`src/rtl/queue_pkg.sv`:
```
// Shared types and constants for the bank-queue subsystem: teller ids, dispatcher
// FSM states and the round-robin pick used by the call dispatcher.
package queue_pkg;

  localparam int         MAX_PEOPLE = 7;
  localparam int         N_TELLERS  = 3;
  localparam logic [3:0] BCD_MAX    = 4'd9;

  typedef enum logic [1:0] {
    IDLE,
    GRANT,
    ANNOUNCE
  } state_t;

  typedef logic [1:0] teller_id_t;

  // First requesting teller in the order ptr, ptr+1, ptr+2 (mod N_TELLERS).
  function automatic teller_id_t rr_pick(input logic [N_TELLERS-1:0] req,
                                         input teller_id_t ptr);
    teller_id_t idx;
    teller_id_t win;
    logic       found;
    win   = ptr;
    found = 1'b0;
    for (int k = 0; k < N_TELLERS; k++) begin
      idx = teller_id_t'((int'(ptr) + k) % N_TELLERS);
      if (!found && req[idx]) begin
        win   = idx;
        found = 1'b1;
      end
    end
    return win;
  endfunction

endpackage

```
`src/rtl/button_debouncer.sv`:
```
// Tick-sampled debouncer for one active-low push button; fall pulses for one clk
// on the clk edge where a new pressed level is accepted.
module button_debouncer #(
  parameter int DB_SAMPLES = 3
) (
  input  logic clk,
  input  logic reset,
  input  logic tick,
  input  logic raw_n,
  output logic level_n,
  output logic fall
);

  localparam int CW = $clog2(DB_SAMPLES + 1);

  logic [1:0]    r_sync;
  logic [CW-1:0] r_cnt;
  logic          r_level;
  logic          w_accept;

  // The raw button is asynchronous to clk, so it is synchronised before sampling.
  // NOTE: sequential state is assigned with <= so every flop sees pre-edge values.
  always_ff @(posedge clk or posedge reset) begin
    if (reset) r_sync <= 2'b11;
    else       r_sync <= {r_sync[0], raw_n};
  end

  assign w_accept = tick && (r_sync[1] != r_level) && (r_cnt == CW'(DB_SAMPLES - 1));

  always_ff @(posedge clk or posedge reset) begin
    if (reset) begin
      r_cnt   <= '0;
      r_level <= 1'b1;
    end else if (tick) begin
      if (r_sync[1] == r_level) begin
        r_cnt <= '0;
      end else if (w_accept) begin
        r_level <= r_sync[1];
        r_cnt   <= '0;
      end else begin
        r_cnt <= r_cnt + CW'(1);
      end
    end
  end

  assign level_n = r_level;
  assign fall    = w_accept && r_level;

endmodule

```
`src/rtl/teller_call_dispatcher.sv`:
```
// Serves debounced teller "next" requests round-robin, one counter decrement per
// grant, and drives the called teller/ticket announcement outputs.
module teller_call_dispatcher
  import queue_pkg::*;
#(
  parameter int CLK_DIV    = 1_000_000,
  parameter int DB_SAMPLES = 3,
  parameter int HOLD_TICKS = 4
) (
  input  logic       clk,
  input  logic       reset,
  input  logic [2:0] next_n,
  input  logic [2:0] teller_en,
  input  logic [3:0] queue_count,
  output logic       dec_pulse,
  output logic       reject_pulse,
  output logic [1:0] called_teller,
  output logic [3:0] called_ticket,
  output logic [2:0] call_led,
  output logic       busy
);

  localparam int DIV_W = (CLK_DIV > 1) ? $clog2(CLK_DIV) : 1;
  localparam int HW    = $clog2(HOLD_TICKS + 1);

  logic [DIV_W-1:0]     r_div_cnt;
  logic                 w_tick;
  logic [N_TELLERS-1:0] w_level_n;
  logic [N_TELLERS-1:0] w_fall;
  logic                 w_unused_level;
  logic [N_TELLERS-1:0] r_pending;
  logic [N_TELLERS-1:0] w_grant_clr;
  logic                 w_reject;
  teller_id_t           w_pick;

  state_t               r_state;
  teller_id_t           r_ptr;
  teller_id_t           r_win;
  logic [HW-1:0]        r_hold_cnt;
  logic                 r_dec_pulse;
  logic                 r_reject_pulse;
  logic [1:0]           r_called_teller;
  logic [3:0]           r_called_ticket;
  logic [2:0]           r_call_led;
  logic                 r_busy;

  assign w_tick = (r_div_cnt == DIV_W'(CLK_DIV - 1));

  always_ff @(posedge clk or posedge reset) begin
    if (reset)       r_div_cnt <= '0;
    else if (w_tick) r_div_cnt <= '0;
    else             r_div_cnt <= r_div_cnt + DIV_W'(1);
  end

  for (genvar i = 0; i < N_TELLERS; i++) begin : g_db
    button_debouncer #(.DB_SAMPLES(DB_SAMPLES)) u_db (
      .clk     (clk),
      .reset   (reset),
      .tick    (w_tick),
      .raw_n   (next_n[i]),
      .level_n (w_level_n[i]),
      .fall    (w_fall[i])
    );
  end

  // Only the press edge matters here; the steady level is not used.
  assign w_unused_level = ^w_level_n;

  // NOTE: every always_comb output gets a default first so no latch is inferred.
  always_comb begin
    w_grant_clr = '0;
    if (r_state == GRANT) w_grant_clr[r_win] = 1'b1;
  end

  assign w_reject = (r_state == IDLE) && (r_pending != '0) && (queue_count == 4'd0);
  assign w_pick   = rr_pick(r_pending, r_ptr);

  // Closed desks are masked every cycle, so they can neither set nor keep a request.
  always_ff @(posedge clk or posedge reset) begin
    if (reset)         r_pending <= '0;
    else if (w_reject) r_pending <= w_fall & teller_en;
    else               r_pending <= (r_pending | w_fall) & teller_en & ~w_grant_clr;
  end

  always_ff @(posedge clk or posedge reset) begin
    if (reset) begin
      r_state         <= IDLE;
      r_ptr           <= '0;
      r_win           <= '0;
      r_hold_cnt      <= '0;
      r_dec_pulse     <= 1'b0;
      r_reject_pulse  <= 1'b0;
      r_called_teller <= '0;
      r_called_ticket <= '0;
      r_call_led      <= '0;
      r_busy          <= 1'b0;
    end else begin
      r_dec_pulse    <= 1'b0;
      r_reject_pulse <= 1'b0;
      case (r_state)
        IDLE: begin
          // Outputs are loaded on entry so they are already valid during GRANT.
          if ((r_pending != '0) && (queue_count != 4'd0)) begin
            r_state         <= GRANT;
            r_win           <= w_pick;
            r_dec_pulse     <= 1'b1;
            r_called_teller <= w_pick + 2'd1;
            r_call_led      <= 3'(1) << w_pick;
            r_called_ticket <= (r_called_ticket == BCD_MAX) ? 4'd0 : r_called_ticket + 4'd1;
            r_ptr           <= (w_pick == teller_id_t'(N_TELLERS - 1)) ? '0 : w_pick + 2'd1;
            r_busy          <= 1'b1;
          end else if (w_reject) begin
            r_reject_pulse <= 1'b1;
          end
        end
        GRANT: begin
          r_state    <= ANNOUNCE;
          r_hold_cnt <= '0;
        end
        ANNOUNCE: begin
          if (w_tick) begin
            if (r_hold_cnt == HW'(HOLD_TICKS - 1)) begin
              r_state    <= IDLE;
              r_call_led <= '0;
              r_busy     <= 1'b0;
            end else begin
              r_hold_cnt <= r_hold_cnt + HW'(1);
            end
          end
        end
        default: r_state <= IDLE;
      endcase
    end
  end

  assign dec_pulse     = r_dec_pulse;
  assign reject_pulse  = r_reject_pulse;
  assign called_teller = r_called_teller;
  assign called_ticket = r_called_ticket;
  assign call_led      = r_call_led;
  assign busy          = r_busy;

endmodule

```
`config.mk`:
```
export PLATFORM = sky130hd
export DESIGN_NAME = teller_call_dispatcher
export DESIGN_NICKNAME = d
export VERILOG_FILES = /design/src/rtl/queue_pkg.sv /design/src/rtl/button_debouncer.sv /design/src/rtl/teller_call_dispatcher.sv
export SDC_FILE = /design/constraint.sdc
export NUM_CORES = 1
export LEC_CHECK = 0
export ABC_AREA = 1
export CELL_PAD_IN_SITES_DETAIL_PLACEMENT = 0
export CELL_PAD_IN_SITES_GLOBAL_PLACEMENT = 2
export CORE_ASPECT_RATIO = 1.75
export CORE_UTILIZATION = 36
export DETAILED_ROUTE_END_ITERATION = 10
export PLACE_DENSITY = 0.89
export SLEW_MARGIN = 20
export SYNTH_ARGS = -nofsm -noshare
export SYNTH_HDL_FRONTEND = slang
export SYNTH_SLANG_ARGS = --single-unit
```
`constraint.sdc`:
```
create_clock -name clk -period 2.55 [get_ports clk]
set_input_delay 0.765 -clock clk [delete_from_list [all_inputs] [get_ports clk]]
set_output_delay 0.765 -clock clk [all_outputs]
set_load 0.01 [all_outputs]
```
==> results summary <==
Of the cells placed in the final design, the portion with a size suffix greater than 1 is 0.1663. The placeable core region came out at 0.008615 mm^2. Summed over all failing endpoints, the final setup total negative slack is 0 ns. The first-pass GRT wire length is 11840 um. The TritonCTS clock tree is built.

The average wire per cell in the routed design came out at between 10 and 15 um. The count of flip-flops with a built-in enable after synthesis is 0. No sink is reached through more buffers than the 2 on the longest clock path.

The number of placement rows came out at 45. The leftover overflow at the end of global routing is 0. The synthesized net count is 391. Entering global routing, the biggest net connects 57 pins. The power per unit of standard cell area came out at between 500 and 600 mW/mm^2. The fraction of the yosys area taken by sequential cells came out at 0.4687. The clock period minus worst slack came out at approximately 2.2 ns. The fraction of synthesis flops using an asynchronous set or reset pin is 1.000. The area of all placed cells without fillers is 0.003879 mm^2.

After detailed routing, the total wire length is 6794 um. In the synthesized netlist, the number of instances is between 300 and 400. The area fraction of the dominant cell type after synthesis came out at 0.3942. For this run, the detailed router's first-pass iteration total came to 4. Max-cap violations in this run came to 0. The maximum ir drop on the vdd rail came out at roughly 0.33 mV. The I/O pin count came out at 24. The number of nets in the layout came out at 426.

sky130_fd_sc_hd__dfrtp_1 takes more of the synthesized area than any other cell. The final clock period utilization by the worst path is 0.8599. The detailed router finished its first iteration with 70 violations.

The synthesis-stage register bit count is slightly below 60. The final worst setup slack came out at 0.3574 ns. Among all flip-flop cells after synthesis, the most frequent one is sky130_fd_sc_hd__dfrtp_1. Routability-driven placement finished with a final weighted congestion of roughly 0.82. The critical path goes through inv_1 > ha_1 > inv_2 > nand2_1 > nand3_1 > nand2_2 > nand3_1 > nand3_1 > nand2_1 > nand2_1 > inv_1 > ha_1 > o21ai_0.

The area growth from synthesis to layout is 22.19%. The achievable clock frequency came out at 456.1 MHz. The clock-pin slew reported for the worst setup and hold paths after clock tree synthesis came out at roughly 0.05 ns. By instance count, the leading cell after synthesis is sky130_fd_sc_hd__nand2_1.

The chip height is 126.2 um. Timing analysis after detailed placement gives a worst setup slack of ~0.36 ns. The initial antenna violation count is 0. At the pin with the least slew margin, the transition time is ~0.40 ns.

Dividing the synthesized area by the synthesized cell count gives 8.602 um^2. Port buffering added 23 buffers. The detail route stage leaves a number of antenna-violating nets equal to 0. The highest fanout seen on the critical path came out at 7.

The synthesized netlist contains 35 unique library cells. The worst pin sits at a relative slew slack of 0.7311. The standby leakage power came out at 1.868 nW. The die span in x is 72.98 um. The path type of the worst setup path is flop to flop. The end-of-flow core utilization came out at 0.4503. The insertion delay to the later sink of the worst-skew pair is about 0.33 ns. The endpoint type of the worst setup path is a flop. The half-perimeter wire length of the detailed placement result came out at about 5200 um. The area of the mapped netlist is between 0.003 and 0.004 mm^2.

The number of endpoints with negative hold slack in the final report came out at 0. The startpoint class of the critical path is a flop. Data on the critical path arrives at its endpoint at between 2 and 2.5 ns. Clock tree synthesis found a total of between 50 and 60 sinks. The worst hold path belongs to the class flop to flop. The initial core utilization came out at 0.3685. The maximum cell stage delay along the critical path is ~0.40 ns. Setup violations remaining at the end of the flow were counted as 0.

Clock tree synthesis inserted a total of 9 buffers. On the critical path, the stage with the largest delay is an instance of sky130_fd_sc_hd__dfrtp_1. For the final database, setup skew stands at ~0.0065 ns. The cts-stage hold buffer count is 0. The buffer type at the clock tree root is sky130_fd_sc_hd__clkbuf_16.

Setup repair after global routing left no endpoint under its margin. During synthesis, Yosys emitted a total of 0 warnings. The total setup buffers inserted after CTS is 0. The flow ran to the end, and the final reports show no timing, DRC or antenna violations.

The final max-slew violation count came to 0. The quantity of gates resized following cts is 0. The number of levels in the clock H-tree came out at 3.

The overall routing resource usage is 0.1746. The antenna diode instance count is 0. The routed layout has between 2000 and 2500 vias. STA puts the critical path data required time at 2.80 ns. Dividing the detail-routed via count by the number of cells gives roughly 4.7. In the routed design, unresolved DRC markers number 0. In the post-synthesis netlist, the biggest area contributors are sky130_fd_sc_hd__dfrtp_1 (39%), sky130_fd_sc_hd__nand2_1 (10%), sky130_fd_sc_hd__dfstp_2 (7.4%), sky130_fd_sc_hd__inv_1 (6.1%), sky130_fd_sc_hd__nand3_1 (5.7%).

The post-place instance area came out at ~0.0036 mm^2. The number of global-route vias before repair came to 2558. The overall die area came out at ~0.0092 mm^2. The commonest cells after synthesis are sky130_fd_sc_hd__nand2_1 (85), sky130_fd_sc_hd__inv_1 (52), sky130_fd_sc_hd__dfrtp_1 (50).
layer usage:
metal / track usage / vias to the layer above / part of all wire
li1: - / 1250 / -
met5: 0 / - / 0
met4: 0.1096 / 0 / 0.038
met2: 0.3110 / 40 / 0.56
met1: 0.1767 / 1172 / 0.37
met3: 0.04000 / 18 / 0.023
area by class of cell:
class	count	area, um^2
well taps	117	146.4
multi-input cells	251	1445
clock inverters	5	77.57
inverters	57	214.0
clock buffers	11	242.7
fillers	877	4736
repair buffers	26	265.3
flip-flops and latches	59	1488
worst max-delay path, delay by kind of cell (launching register included):
kind / cells / cell delay, ns
AO/OA/AOI/OAI: 1 / 0.15
buffers and inverters: 3 / 0.28
adder cells (fa/ha/maj): 2 / 0.54
AND/OR/NAND/NOR: 7 / 0.76
flip-flops: 1 / 0.40
logic make-up after synthesis:
kind of cell,Yosys count,synth area share
buffers and inverters,59,0.07608
DFF,59,0.4687
and+or+nand+nor,192,0.3075
adders and majority gates,10,0.03942
AOI/OAI and AO/OA,35,0.06977
xor gates and xnor gates,14,0.03863
through the flow:
step	hold slack (ns)	cells	power, mW
3_5_place_dp	0.3490	510	1.014
6_report	0.3557	526	2.293
3_3_place_gp	0.3458	510	1.013
4_1_cts	0.3569	526	2.329
5_1_grt	0.3599	526	2.368
2_1_floorplan	0.3452	369	0.9848
path summary, 6_finish.rpt:
kind | slack, ns | from | to | cells past startpoint
setup / recovery | 0.36 | r_ptr[1] | called_teller[1] | 13
max in group asynchronous | 1.37 | reset | g_db[0].u_db.level_n | 3
setup reg to reg | 0.36 | r_ptr[1] | called_teller[1] | 13
hold reg to reg | 0.36 | g_db[1].u_db.r_sync[0] | g_db[1].u_db.r_sync[1] | 0
min in group asynchronous | 0.62 | reset | called_ticket[3] | 2
hold / removal | 0.36 | g_db[1].u_db.r_sync[0] | g_db[1].u_db.r_sync[1] | 0
where the power goes:
part | leakage, nW | switching [mW] | total, mW | internal [mW]
Sequential | 0.763 | 0.00269 | 0.949 | 0.946
Combinational | 0.949 | 0.0272 | 0.0477 | 0.0204
Clock | 0.156 | 0.419 | 1.30 | 0.877
Total | 1.87 | 0.449 | 2.29 | 1.84
cell usage in the layout, fill, tap and decap left out, types with 3 or more instances in the layout:
cell	netlist	final
sky130_fd_sc_hd__clkbuf_16	0	9
sky130_fd_sc_hd__xor2_1	11	11
sky130_fd_sc_hd__dfstp_2	9	9
sky130_fd_sc_hd__dfrtp_1	50	50
sky130_fd_sc_hd__o21ai_0	14	14
sky130_fd_sc_hd__nor2_2	8	8
sky130_fd_sc_hd__ha_1	10	10
sky130_fd_sc_hd__nand3_1	36	36
sky130_fd_sc_hd__nor3_1	4	4
sky130_fd_sc_hd__nor2_1	34	34
sky130_fd_sc_hd__nand4_4	3	3
sky130_fd_sc_hd__nand2_1	85	85
sky130_fd_sc_hd__nand4_1	5	5
sky130_fd_sc_hd__inv_2	5	6
sky130_fd_sc_hd__nand3_2	7	7
sky130_fd_sc_hd__a21oi_1	5	5
sky130_fd_sc_hd__a21oi_2	6	6
sky130_fd_sc_hd__xnor2_1	3	3
sky130_fd_sc_hd__inv_1	52	51
sky130_fd_sc_hd__clkdlybuf4s50_1	0	23
sky130_fd_sc_hd__o22ai_1	3	3
registers in the layout, indices dropped and copies added (netlist names):
name / cells
r_win: 2
r_ptr: 2
called_ticket: 4
g_db.u_db.r_sync: 6
r_hold_cnt: 3
call_led: 3
busy: 1
r_state: 2
r_div_cnt: 20
reject_pulse: 1
called_teller: 2
g_db.u_db.level_n: 3
g_db.u_db.r_cnt: 6
r_pending: 3
dec_pulse: 1
(Power assumes the default switching activity.)
==> variant (same settings) <==
The parameter `HOLD_TICKS` goes from 4 to 2.
--- a/src/rtl/teller_call_dispatcher.sv
+++ b/src/rtl/teller_call_dispatcher.sv
@@ -6,5 +6,5 @@
   parameter int CLK_DIV    = 1_000_000,
   parameter int DB_SAMPLES = 3,
-  parameter int HOLD_TICKS = 4
+  parameter int HOLD_TICKS = 2
 ) (
   input  logic       clk,
Behaviour: same outputs for any inputs over 10 cycles, from zero or initial values and one cycle with reset high; that may be too few to reach the edited logic, so the function may still have changed.
==> variant against the unedited design <==
- critical path depth stayed put
- synthesized cell count is 4.1% lower
- design area down 5.8%
- clock power is 3% higher
- sequential share of layout area is 1.7 points higher
- worst setup slack gained 0.055 ns
- power grew 0.95%
- area after synthesis is 6.2% lower
- sequential cell count is 1 lower
- routed wire length down 7.9%
- critical path type unchanged
==> variant: results <==
INSERT INTO impl_metrics (metric_group, metric, value, unit) VALUES
('global_route', 'global_route.usage.met3', '3.20', '%'),
('sta', 'finClkSkew', '0.00479', 'ns'),
('cells_and_area', 'num-nets-final', '407', ''),
('power_and_ir_drop', 'maximum_ir_drop_on_the_vdd_rail', '367', 'µV'),
('drt', 'met2_wirelength', '3480', 'µm'),
('global_route', 'global_route_track_usage_on_met1', '16.8', '%'),
('run_status', 'run_status', 'completed', ''),
('synth', 'yosysSeqAreaShare', '49.1', '%'),
('drt', 'met3WireLength', '114', 'µm'),
('drt', 'post_drt_via_cell_ratio', '4.79', ''),
('place', 'gp_routability_congestion', '0.770', ''),
('drt', 'drt-initial-drc-count', '63', ''),
('cells_and_area', 'final.fill_count', '789', ''),
('global_route', 'wire_length_of_the_first_global_routing_pass', '11000', 'µm'),
('synth', 'synth-compound-area-share', '6.34', '%'),
('synth', 'syn-num-nets', '374', ''),
('sta', 'max_slew.worst_pin.slew', '0.318', 'ns'),
('cells_and_area', 'final_layout_size_suffix_gt1_share', '12.0', '%'),
('place', 'dpl_hpwl', '4680', 'µm'),
('drt', 'wl_met1', '2380', 'µm');
[variant: changes by cell type in the layout (fill, tap and decap cells not counted), sizes merged, moves of 2 or more]
cell,change
xnor2,+2
ha,-2
inv,+2
nand3b,+2
nand3,-10
nand2,-5
buf,-2
[variant: power breakdown]
part	internal, mW	total [mW]	switching, mW	leakage (nW)
Clock	0.932	1.34	0.405	0.165
Combinational	0.0204	0.0453	0.0249	0.878
Sequential	0.931	0.933	0.00229	0.749
[variant: cell type report]
class / instances / area [µm²] / area share (%)
inverter: 59 / 226 / 6.20
clock buffer: 12 / 267 / 7.29
sequential: 58 / 1460 / 40.0
timing repair buffer: 24 / 250 / 6.85
clock inverter: 4 / 72.6 / 1.99
tap: 90 / 113 / 3.08
multi-input combinational: 235 / 1260 / 34.6
[variant: through the flow]
stage	setup WS [ns]	utilization, %	cell area, µm²	cells	power (mW)
floorplan	0.372	-	2980	354	0.967
global placement	0.378	41.6	3320	466	0.995
detailed placement	0.340	41.6	3320	466	0.996
CTS	0.403	45.9	3650	482	2.35
global route	0.108	45.9	3650	482	2.40
finish	0.412	45.9	3650	482	2.32
[variant: final timing paths]
check / from / slack, ns / endpoint / depth (start not counted)
setup / recovery: r_ptr[0] / 0.41 / called_teller[1] / 13
hold / removal: g_db[1].u_db.r_sync[0] / 0.35 / g_db[1].u_db.r_sync[1] / 0
setup reg to reg: r_ptr[0] / 0.41 / called_teller[1] / 13
hold reg to reg: g_db[1].u_db.r_sync[0] / 0.35 / g_db[1].u_db.r_sync[1] / 0
max in group asynchronous: reset / 1.43 / g_db[1].u_db.level_n / 3
min in group asynchronous: reset / 0.81 / r_div_cnt[11] / 3
